`src/rtl/register_file.sv`:
```
// register_file: DEPTH x DATA_WIDTH general-purpose register bank.
// One synchronous write port, two independent combinational read ports,
// optional hardwired-zero register 0, optional write-to-read bypass and
// out-of-range address guarding on both write and read.
module register_file #(
    parameter int unsigned           DATA_WIDTH = 32,
    parameter int unsigned           DEPTH      = 16,
    parameter int unsigned           ADDR_WIDTH = 4,
    parameter logic [DATA_WIDTH-1:0] INIT       = '0,
    parameter bit                    ZERO_REG0  = 1'b1,
    parameter bit                    BYPASS     = 1'b1
) (
    input  logic                  clock,
    input  logic                  clear,
    input  logic                  write_enable,
    input  logic [ADDR_WIDTH-1:0] write_addr,
    input  logic [DATA_WIDTH-1:0] write_data,
    input  logic [ADDR_WIDTH-1:0] read_addr_a,
    output logic [DATA_WIDTH-1:0] read_data_a,
    input  logic [ADDR_WIDTH-1:0] read_addr_b,
    output logic [DATA_WIDTH-1:0] read_data_b
);

    logic [DATA_WIDTH-1:0] regs [DEPTH];

    logic write_in_range;
    logic write_is_zero;
    logic write_hit;

    // Qualify the write: dropped on clear, out-of-range address or protected register 0
    always_comb begin
        write_in_range = 32'(write_addr) < DEPTH;
        write_is_zero  = ZERO_REG0 && (write_addr == '0);
        write_hit      = write_enable && !clear && write_in_range && !write_is_zero;
    end

    // Storage update: clear wins over write; address decode by comparison so DEPTH need not be 2**n
    always_ff @(posedge clock) begin
        if (clear) begin
            for (int unsigned i = 0; i < DEPTH; i++) begin
                regs[i] <= INIT;
            end
        end else if (write_hit) begin
            for (int unsigned i = 0; i < DEPTH; i++) begin
                if (32'(write_addr) == i) begin
                    regs[i] <= write_data;
                end
            end
        end
    end

    // Read port A: stored value, zero for out-of-range / hardwired R0, bypass on a live write hit
    always_comb begin
        read_data_a = '0;
        for (int unsigned i = 0; i < DEPTH; i++) begin
            if (32'(read_addr_a) == i) begin
                read_data_a = regs[i];
            end
        end
        if (ZERO_REG0 && (read_addr_a == '0)) begin
            read_data_a = '0;
        end
        if (BYPASS && write_hit && (read_addr_a == write_addr)) begin
            read_data_a = write_data;
        end
    end

    // Read port B: identical rules, fully independent of port A
    always_comb begin
        read_data_b = '0;
        for (int unsigned i = 0; i < DEPTH; i++) begin
            if (32'(read_addr_b) == i) begin
                read_data_b = regs[i];
            end
        end
        if (ZERO_REG0 && (read_addr_b == '0)) begin
            read_data_b = '0;
        end
        if (BYPASS && write_hit && (read_addr_b == write_addr)) begin
            read_data_b = write_data;
        end
    end

endmodule
```
`config.mk`:
```
export PLATFORM = sky130hd
export DESIGN_NAME = register_file
export DESIGN_NICKNAME = d
export VERILOG_FILES = /design/src/rtl/register_file.sv
export SDC_FILE = /design/constraint.sdc
export NUM_CORES = 1
export LEC_CHECK = 0
export ABC_AREA = 1
export ABC_CLOCK_PERIOD_IN_PS = 5600
export CORE_MARGIN = 2
export CORE_UTILIZATION = 45
export DETAILED_ROUTE_END_ITERATION = 12
export GPL_TIMING_DRIVEN = 0
export PLACE_DENSITY = 0.65
export SYNTH_ARGS = -nofsm -noshare
export SYNTH_HDL_FRONTEND = slang
export SYNTH_SLANG_ARGS = --single-unit
```
`constraint.sdc`:
```
create_clock -name clock -period 5.6 [get_ports clock]
set_input_delay 1.12 -clock clock [delete_from_list [all_inputs] [get_ports clock]]
set_output_delay 1.12 -clock clock [all_outputs]
set_load 0.01 [all_outputs]
```
==> flow_summary.toml <==
[outcome]
outcome = "finished, final reports clean"

[cts]
cts_post_setup_buffers_inserted = 0
cts_buffers = 50
cts_tree = "done"
cts-root-buf = "clkbuf_16"
cts.sinks = 480
cts_hold_buf = 0
clk_pin_slew_ns = 0.06
clock_path_buffers = 3
htree_levels = 2
post_cts_resized = 1

[logic_synthesis]
ys_types = 26
postSynthAreaPerCell_um2 = 8.479
yosysSeqAreaShare_pct = 58.94
synth-edff-count = 480
synthArstFlopShare_pct = 0
synth_seq_cells = 480
syn_nets = 2931
synthesis.area_um2 = 24450
yosysWarnings = 0
synthCells = 2884
synth_ff_type = "edfxtp_1"

[drt]
drt-pass1-iter-count = 8
avgViaCountPerCell = 5.752
drt-wirelength-per-cell_um = 21.56
ant_nets = 0
route.detailed.drc = 0
drt_iter0_drc = 2870
drt-total-wl_mm = 81.44
num_vias = 21730

[floorplanning]
die_y_um = 237.1
io_pins = 111
start_util_pct = 45.44
fp.coreArea_um2 = 53810
die_area_um2 = 56220
fp.dieW_um = 237.1
rows = 85

[sta]
fin_crit_ns = 5.599
tightest_slew_ns = 1.314
clock.fmax_mhz = 178.6
max_slew_margin_pct = 12.16
setup_violations = 0
hold_violations = 0
drv_slew = 0
min_period_over_period_pct = 99.99

[placement]
dpl_cell_area_um2 = 26600
dp.cells = 3690
port_buffers = 102
gp_congestion = 0.9318
dp_hpwl_mm = 60.08

[global_route]
grt_pass1_vias = 20800
grt_max_degree = 33
grt_use_total_pct = 28.70
antenna_found_initial = 1
globalRouteOverflowTotal = 0
grt_first_pass_wirelength_mm = 122.1

[finish]
top_regs = "regs x480"
antenna_cells = 0
num-nets-final = 3093
syn2layout_area_growth_pct = 14.80
final_common_cell = "nand2_1"
multi_input_area_um2 = 8690
stdcell_count = 3778
largest_reg_flops = 480
post-route-cell-area_um2 = 28070
seqCellArea_um2 = 14410
top_register = "regs"
drive_above_1_share_pct = 5.386
finish.utilization_pct = 52.17
mostFrequentLayoutCells = "nand2_1, nor2_1, edfxtp_1"
fillers = 4885

[critical_path]
path_cells = "clkdlybuf4s50_1 -> nor2_1 -> clkbuf_1 -> nand3_1 -> nand2_1 -> nor2_1 -> nand4_1 -> nor2_1 -> nand4_1 -> nor2_1 -> nand4_1 -> nand2_1 -> nand2_1 -> clkdlybuf4s50_1"
worstPathArrival_ns = 4.48
required_ns = 4.48
cp_max_fo = 10
crit_type = "in -> out"
end_kind = "primary output"
max_stage_delay_ns = 0.67
cpMaxStageDelayCell = "clkbuf_1"
crit_top_cell = "nor2_1"
start_kind = "input pin"

[job]
drv_cap = 0

[pwr]
peakVddDrop_v = 0.0002894
p_leak_nw = 11.00
power.density_nw_per_um2 = 304.2

[min_path]
hold_class = "in -> reg"
report_power, final:
| part | leakage (nW) | switching (mW) | internal, mW |
|---|---|---|---|
| Clock | 0.706 | 1.39 | 1.71 |
| Combinational | 5.69 | 0.751 | 0.356 |
| Sequential | 4.61 | 0.113 | 4.22 |
through the flow:
step           setup WS (ns)  hold slack (ns)  total power, mW  setup TNS [ns]
6_report           0.0006826            1.200            8.540               0
5_1_grt             -0.01619            1.210            8.782        -0.02920
4_1_cts              0.01018            1.191            8.513               0
3_5_place_dp        -0.02588            1.806            5.479        -0.03161
3_3_place_gp          -1.521            1.848            5.436         -190.97
2_1_floorplan          1.131            1.463            4.924               0
path summary, 6_finish.rpt:
| kind | slack [ns] | start | depth (start not counted) | endpoint |
|---|---|---|---|---|
| setup / recovery | 0.0007 | read_addr_a[1] | 14 | read_data_a[20] |
| hold / removal | 1.20 | write_addr[0] | 2 | regs[0][410] |
final cells by class:
class,instances,area share [%]
Multi-Input combinational cell,2034,30.95
Clock buffer,70,4.800
Timing Repair Buffer,110,4.212
Buffer,161,2.420
Sequential cell,480,51.34
Tap cell,696,3.102
Clock inverter,18,0.3744
Inverter,209,2.794
critical path, delay by kind of cell:
| kind | cells | cell delay, ns |
|---|---|---|
| buf+inv | 3 | 1.80 |
| simple gates | 11 | 1.54 |
routing by layer:
metal	GRT usage (%)	up-vias	wire length [um]
li1	-	9863	-
met1	39.68	10200	32480
met2	45.52	1449	36840
met3	3.392	215	8291
met4	13.30	0	3824
met5	0	-	0
cells by family after synthesis:
| logic type | count (synthesis) | share of synthesized area [%] |
|---|---|---|
| simple gates | 1850 | 31.18 |
| flops | 480 | 58.94 |
| buf+inv | 370 | 5.966 |
| compound gates | 177 | 3.663 |
| xor+xnor | 7 | 0.2507 |
synthesized netlist by cell type, types with 4 or more instances:
cell	number	share of area (%)
a21oi_1	165	3.4
nor2_2	4	0.10
nand2_1	856	13
nand3_1	141	2.9
inv_2	15	0.23
xor2_1	7	0.25
nand4_1	183	4.7
inv_1	162	2.5
clkinv_1	32	0.49
clkbuf_1	105	1.6
buf_2	53	1.1
or2_2	6	0.15
o21ai_0	6	0.12
edfxtp_1	480	59
nor2_1	650	10
(Power assumes the default switching activity.)
